## config.mk

```make
export PLATFORM = sky130hd
export DESIGN_NAME = hilo_muldiv_ctrl_flat
export DESIGN_NICKNAME = d
export VERILOG_FILES = /design/src/rtl/hilo_muldiv_if.sv /design/src/rtl/hilo_muldiv_ctrl.sv /design/src/flat_wrapper.sv
export SDC_FILE = /design/constraint.sdc
export NUM_CORES = 1
export LEC_CHECK = 0
export ABC_CLOCK_PERIOD_IN_PS = 4600
export CORE_MARGIN = 3
export CORE_UTILIZATION = 25
export DETAILED_ROUTE_END_ITERATION = 8
export PLACE_DENSITY = 0.44
export SKIP_CTS_REPAIR_TIMING = 1
export SLEW_MARGIN = 20
export SYNTH_ARGS = -nofsm -noshare
export SYNTH_HDL_FRONTEND = slang
export SYNTH_SLANG_ARGS = --single-unit
```

## constraint.sdc

```tcl
create_clock -name clk -period 4.6 [get_ports clk]
set_clock_uncertainty 0.2 [all_clocks]
set_input_delay 0.92 -clock clk [delete_from_list [all_inputs] [get_ports clk]]
set_output_delay 0.92 -clock clk [all_outputs]
set_load 0.005 [all_outputs]
```

## src/rtl/hilo_muldiv_if.sv

```systemverilog
// EX-stage <-> HI/LO mul/div sequencer handshake bundle.
// The master side is the pipeline front end and the slave side is the sequencer.
interface hilo_muldiv_if #(
  parameter int unsigned WIDTH = 32
);
  logic             start;
  logic [1:0]       op;
  logic [WIDTH-1:0] rs_val;
  logic [WIDTH-1:0] rt_val;
  logic             flush;
  logic             mfhilo_req;
  logic             busy;
  logic             stall;
  logic             hilo_we;
  logic [WIDTH-1:0] hi_out;
  logic [WIDTH-1:0] lo_out;

  modport master (
    output start, op, rs_val, rt_val, flush, mfhilo_req,
    input  busy, stall, hilo_we, hi_out, lo_out
  );

  modport slave (
    input  start, op, rs_val, rt_val, flush, mfhilo_req,
    output busy, stall, hilo_we, hi_out, lo_out
  );
endinterface

```

## src/rtl/hilo_muldiv_ctrl.sv

```systemverilog
// Iterative radix-2 MULT/MULTU/DIV/DIVU sequencer owning all HI/LO writes.
// It runs one shift-add or restoring-subtract step per cycle and commits the result with a single-cycle strobe.
module hilo_muldiv_ctrl #(
  parameter int unsigned WIDTH = 32,
  parameter int unsigned CNT_W = 6
) (
  input logic          clk,
  input logic          rst,
  hilo_muldiv_if.slave bus
);

  typedef enum logic [1:0] {
    IDLE = 2'd0,
    CALC = 2'd1,
    DONE = 2'd2
  } state_t;

  state_t             state;
  logic [CNT_W-1:0]   cnt;
  logic               is_div;
  logic               neg_hi;
  logic               neg_lo;
  logic               div_zero;
  logic [WIDTH-1:0]   acc;
  logic [WIDTH-1:0]   mq;
  logic [WIDTH-1:0]   opnd;

  logic               signed_op;
  logic               rs_neg;
  logic               rt_neg;
  logic [WIDTH-1:0]   rs_abs;
  logic [WIDTH-1:0]   rt_abs;
  logic [WIDTH:0]     mul_sum;
  logic [WIDTH:0]     div_sh;
  logic               div_ge;
  logic [WIDTH-1:0]   acc_nxt;
  logic [WIDTH-1:0]   mq_nxt;
  logic [2*WIDTH-1:0] prod_fix;
  logic [WIDTH-1:0]   hi_fix;
  logic [WIDTH-1:0]   lo_fix;

  // Operands are reduced to magnitudes; signs are re-applied at commit.
  assign signed_op = ~bus.op[0];
  assign rs_neg    = signed_op & bus.rs_val[WIDTH-1];
  assign rt_neg    = signed_op & bus.rt_val[WIDTH-1];
  assign rs_abs    = rs_neg ? -bus.rs_val : bus.rs_val;
  assign rt_abs    = rt_neg ? -bus.rt_val : bus.rt_val;

  // One iteration: acc/mq hold partial product (mul) or remainder/quotient (div).
  always_comb begin
    mul_sum = '0;
    div_sh  = '0;
    div_ge  = 1'b0;
    acc_nxt = acc;
    mq_nxt  = mq;
    if (is_div) begin
      div_sh  = {acc, mq[WIDTH-1]};
      div_ge  = (div_sh >= {1'b0, opnd});
      acc_nxt = div_ge ? WIDTH'(div_sh - {1'b0, opnd}) : div_sh[WIDTH-1:0];
      mq_nxt  = {mq[WIDTH-2:0], div_ge};
    end else begin
      mul_sum = {1'b0, acc} + ({1'b0, opnd} & {(WIDTH + 1){mq[0]}});
      acc_nxt = mul_sum[WIDTH:1];
      mq_nxt  = {mul_sum[0], mq[WIDTH-1:1]};
    end
  end

  // Sign correction of the final step; a zero divisor forces an all-ones quotient.
  always_comb begin
    prod_fix = neg_lo ? -{acc_nxt, mq_nxt} : {acc_nxt, mq_nxt};
    hi_fix   = neg_hi ? -acc_nxt : acc_nxt;
    lo_fix   = div_zero ? '1 : (neg_lo ? -mq_nxt : mq_nxt);
  end

  always_ff @(posedge clk) begin
    if (rst) begin
      state      <= IDLE;
      cnt        <= '0;
      is_div     <= 1'b0;
      neg_hi     <= 1'b0;
      neg_lo     <= 1'b0;
      div_zero   <= 1'b0;
      acc        <= '0;
      mq         <= '0;
      opnd       <= '0;
      bus.busy   <= 1'b0;
      bus.hi_out <= '0;
      bus.lo_out <= '0;
    end else begin
      case (state)
        IDLE: begin
          if (bus.start && !bus.flush) begin
            state    <= CALC;
            bus.busy <= 1'b1;
            cnt      <= '0;
            is_div   <= bus.op[1];
            neg_lo   <= rs_neg ^ rt_neg;
            neg_hi   <= bus.op[1] ? rs_neg : (rs_neg ^ rt_neg);
            div_zero <= bus.op[1] & (bus.rt_val == '0);
            acc      <= '0;
            mq       <= rs_abs;
            opnd     <= rt_abs;
          end
        end
        CALC: begin
          if (bus.flush) begin
            state    <= IDLE;
            bus.busy <= 1'b0;
          end else begin
            acc <= acc_nxt;
            mq  <= mq_nxt;
            if (cnt == CNT_W'(WIDTH - 1)) begin
              state      <= DONE;
              bus.hi_out <= is_div ? hi_fix : prod_fix[2*WIDTH-1:WIDTH];
              bus.lo_out <= is_div ? lo_fix : prod_fix[WIDTH-1:0];
            end else begin
              cnt <= cnt + CNT_W'(1);
            end
          end
        end
        DONE: begin
          state    <= IDLE;
          bus.busy <= 1'b0;
        end
        default: begin
          state    <= IDLE;
          bus.busy <= 1'b0;
        end
      endcase
    end
  end

  // A flush in the DONE cycle must suppress the commit in that same cycle.
  assign bus.hilo_we = (state == DONE) & ~bus.flush;
  assign bus.stall   = bus.busy & (bus.start | bus.mfhilo_req);

endmodule

```

## src/flat_wrapper.sv

```systemverilog
// flat-port wrapper written by rule: the top's interface ports become plain ports
module hilo_muldiv_ctrl_flat 
#(
  parameter int unsigned WIDTH = 32,
  parameter int unsigned CNT_W = 6
)
  (clk, rst, bus_start, bus_op, bus_rs_val, bus_rt_val, bus_flush, bus_mfhilo_req, bus_busy, bus_stall, bus_hilo_we, bus_hi_out, bus_lo_out);
  hilo_muldiv_if #(.WIDTH(WIDTH)) bus_i ();
  input logic clk;
  input logic rst;
  input wire logic [$bits(bus_i.start)-1:0] bus_start;
  input wire logic [$bits(bus_i.op)-1:0] bus_op;
  input wire logic [$bits(bus_i.rs_val)-1:0] bus_rs_val;
  input wire logic [$bits(bus_i.rt_val)-1:0] bus_rt_val;
  input wire logic [$bits(bus_i.flush)-1:0] bus_flush;
  input wire logic [$bits(bus_i.mfhilo_req)-1:0] bus_mfhilo_req;
  output wire logic [$bits(bus_i.busy)-1:0] bus_busy;
  output wire logic [$bits(bus_i.stall)-1:0] bus_stall;
  output wire logic [$bits(bus_i.hilo_we)-1:0] bus_hilo_we;
  output wire logic [$bits(bus_i.hi_out)-1:0] bus_hi_out;
  output wire logic [$bits(bus_i.lo_out)-1:0] bus_lo_out;
  assign bus_i.start = bus_start;
  assign bus_i.op = bus_op;
  assign bus_i.rs_val = bus_rs_val;
  assign bus_i.rt_val = bus_rt_val;
  assign bus_i.flush = bus_flush;
  assign bus_i.mfhilo_req = bus_mfhilo_req;
  assign bus_busy = bus_i.busy;
  assign bus_stall = bus_i.stall;
  assign bus_hilo_we = bus_i.hilo_we;
  assign bus_hi_out = bus_i.hi_out;
  assign bus_lo_out = bus_i.lo_out;
  hilo_muldiv_ctrl #(.WIDTH(WIDTH), .CNT_W(CNT_W)) u_core (.clk(clk), .rst(rst), .bus(bus_i));
endmodule
```

==> results.cfg <==
[power_and_ir_drop]
p_switching_mw = 1.70
sw_frac_of_total_pct = 35.4
pwr-share-seq_pct = 33.1
ir_drop_uv = 237
p_leak_nw = 8.20
powerDensity_nw_per_um2 = 224
p_clk_share_pct = 34.1
combPwrFrac_pct = 32.9
internal_power_mw = 3.10

[critical_path]
end_kind = flop
critPathLaunchType = flop
cp.arrival_ns = 4.92
worstSetupPathType = flop to flop
required_ns = 4.83
r2r_cells = 21
regToRegEndpoint = u_core.bus.hi_out[26]$_SDFFE_PP0P_
r2r-start = u_core.opnd[20]$_SDFFE_PP0P_
r2r_slack_ns = -0.09
crit_fanout = 4

[logic_synthesis]
yosys-top-cells-area = dfxtp_1, nor2_1, a21oi_1, ha_1, nand2_1
yosysSeqAreaShare_pct = 22.9
netlist_instances = 2048
synth_area_leader_cell = dfxtp_1
async_flop_share_pct = 0
synth_edf_count = 0
syn_area_um2 = 15100
yosysWarnings = 0
syn_area_per_cell_um2 = 7.37
ys_ff_latch = 173
postSynthNetCount = 2190
synth.distinct_cells = 100
synth_top_area_share_pct = 22.9
synth-main-ff-cell = dfxtp_1

[clocking]
htreeDepth = 4
clk_latency_ns = 0.50
numCtsBuffers = 17
cts_tree = done
cts_sinks = 173
clockBufferDepth = 2
clk_pin_slew_ns = 0.08
cts-root-buf = clkbuf_16

[layout]
final-instance-count-excl-fill = 3246
multiInputGateArea_um2 = 11700
syn2layout_area_growth_pct = 41.7
drive_gt1_share_pct = 25.5
num_antenna_cells = 0
ff_latch_area_um2 = 3490
finalNetCount = 2602
design_area_um2 = 21400
layout_commonest_cell = buf_4
final_core_util_pct = 36.0
fillCellCount = 6325
mostFrequentLayoutCells = buf_4, nor2_1, nand2_1, a21oi_1, dfxtp_1

[timing]
fmax_ghz = 0.213
max_slew_margin_pct = 49.8
hold_viol = 0
rsz0062_at_grt = yes
setup_slack_ns = -0.0926
maxSlewViolCount = 0
fin_crit_ns = 4.69
tightest_slew_ns = 0.753
setup_viol = 1
period_share_pct = 102

[drt]
wl_met1_um = 32500
drc_errors = 0
dr_wl_met2_um = 31600
wl_per_cell_um = 21.5
top_layer = met4
ant_nets = 0
dr.pass1.iters = 5
wl_um = 69900
wl_met3_um = 3750
via_per_inst = 5.24
drtIter0Drc = 1181
vias = 17000

[min_path]
worstHoldStart = u_core.bus.hi_out[20]$_SDFFE_PP0P_
hold_depth = 2
whs_endpoint = u_core.bus.hi_out[20]$_SDFFE_PP0P_
hp-class = flop to flop

[die]
coreArea_um2 = 59400
die_area_um2 = 63400
ios = 138
rows = 89
die_x_um = 252
die_height_um = 252
start_util_pct = 25.4

[placement]
dp_cells = 3198
pre_cts_ws_ns = -0.262
io_buffers = 137
dp_hpwl_um = 56100
globalplace.congestion = 0.934
placed_area_um2 = 19800

[grt]
grt_pass1_wl_um = 104000
grt_max_degree = 100
gr-total-overflow = 0
grt_pass1_vias = 16500
grt_use_total_pct = 21.6
antenna_found_initial = 0

[run_status]
violations = negative setup slack
status = finished with violations

[run]
drv_cap = 0
metrics by stage:
stage | setup TNS (ns) | hold WS [ns] | power, mW
3_3_place_gp | -0.999 | 0.258 | 3.06
5_1_grt | -1.01 | 0.300 | 5.02
6_report | -0.0926 | 0.278 | 4.80
2_1_floorplan | -0.0478 | 0.242 | 2.40
3_5_place_dp | -1.40 | 0.267 | 3.06
4_1_cts | -1.75 | 0.278 | 4.71
Yosys cell counts (all sizes together) (57+ instances only):
cell	instances
dfxtp	173
nand2	224
a211oi	92
o21ai	97
inv	65
clkbuf	81
ha	69
a21oi	183
nor2	243
xor2	59
xnor2	90
nand3	57
flip-flops by register name, summed over array words and instances, names as in the netlist:
signal and count:
u_core.acc 32, u_core.bus.busy 1, u_core.bus.hi_out 32, u_core.bus.lo_out 32
u_core.cnt 6, u_core.div_zero 1, u_core.is_div 1, u_core.mq 32
u_core.neg_hi 1, u_core.neg_lo 1, u_core.opnd 32, u_core.state 2
final cells by class:
type,instances,area share [%]
multi-input combinational,1680,54.7
timing repair buffer,523,20.4
sequential,173,16.3
tap,773,4.52
clock buffer,19,2.07
inverter,65,1.14
clock inverter,13,0.831
per-layer routing:
layer / track usage, % / vias up
li1: - / 8286
met1: 29.3 / 8210
met2: 34.4 / 445
met3: 3.82 / 75
met4: 7.66 / 0
met5: 0 / -
worst max path at each step:
stage / slack (ns) / start / end / depth (start not counted)
2_1_floorplan: -0.05 / u_core.opnd[8]$_SDFFE_PP0P_ / u_core.bus.hi_out[26]$_SDFFE_PP0P_ / 21
3_3_place_gp: -0.23 / u_core.opnd[24]$_SDFFE_PP0P_ / u_core.bus.hi_out[26]$_SDFFE_PP0P_ / 20
3_5_place_dp: -0.26 / u_core.opnd[24]$_SDFFE_PP0P_ / u_core.bus.hi_out[26]$_SDFFE_PP0P_ / 20
4_1_cts: -0.28 / u_core.opnd[24]$_SDFFE_PP0P_ / u_core.bus.hi_out[26]$_SDFFE_PP0P_ / 20
5_1_grt: -0.30 / u_core.opnd[31]$_SDFFE_PP0P_ / u_core.bus.hi_out[26]$_SDFFE_PP0P_ / 19
6_report: -0.09 / u_core.opnd[20]$_SDFFE_PP0P_ / u_core.bus.hi_out[26]$_SDFFE_PP0P_ / 21
power groups by stage:
stage / clock, mW / combinational (mW) / sequential [mW]
3_5_place_dp: 0 / 1.44 / 1.62
6_report: 1.64 / 1.58 / 1.59
4_1_cts: 1.68 / 1.45 / 1.58
3_3_place_gp: 0 / 1.44 / 1.62
2_1_floorplan: 0 / 0.794 / 1.61
5_1_grt: 1.72 / 1.70 / 1.59
logic make-up after synthesis:
| group | after synthesis | synth area share [%] |
|---|---|---|
| flops | 173 | 22.9 |
| simple gates | 786 | 24.9 |
| fa+ha+maj | 71 | 5.99 |
| compound gates | 628 | 28.8 |
| xor+xnor | 149 | 8.65 |
| mux | 46 | 3.12 |
| buf+inv | 195 | 5.61 |
worst max-delay path, stage by stage (launching register included):
cell      delay, ns
dfxtp_2        0.34
inv_2          0.04
ha_4           0.22
buf_6          0.13
nand4_1        0.15
nor4_4         0.08
a41o_1         0.28
a21oi_4        0.19
a31o_4         0.21
ha_4           0.14
nor3b_4        0.19
o221ai_2       0.13
or4_4          0.50
or3_4          0.40
nor2_4         0.09
nor2_2         0.05
or3_4          0.40
nor3_4         0.19
a221o_1        0.20
a41oi_2        0.11
xnor2_1        0.16
a211oi_2       0.21
(Power assumes the default switching activity.)
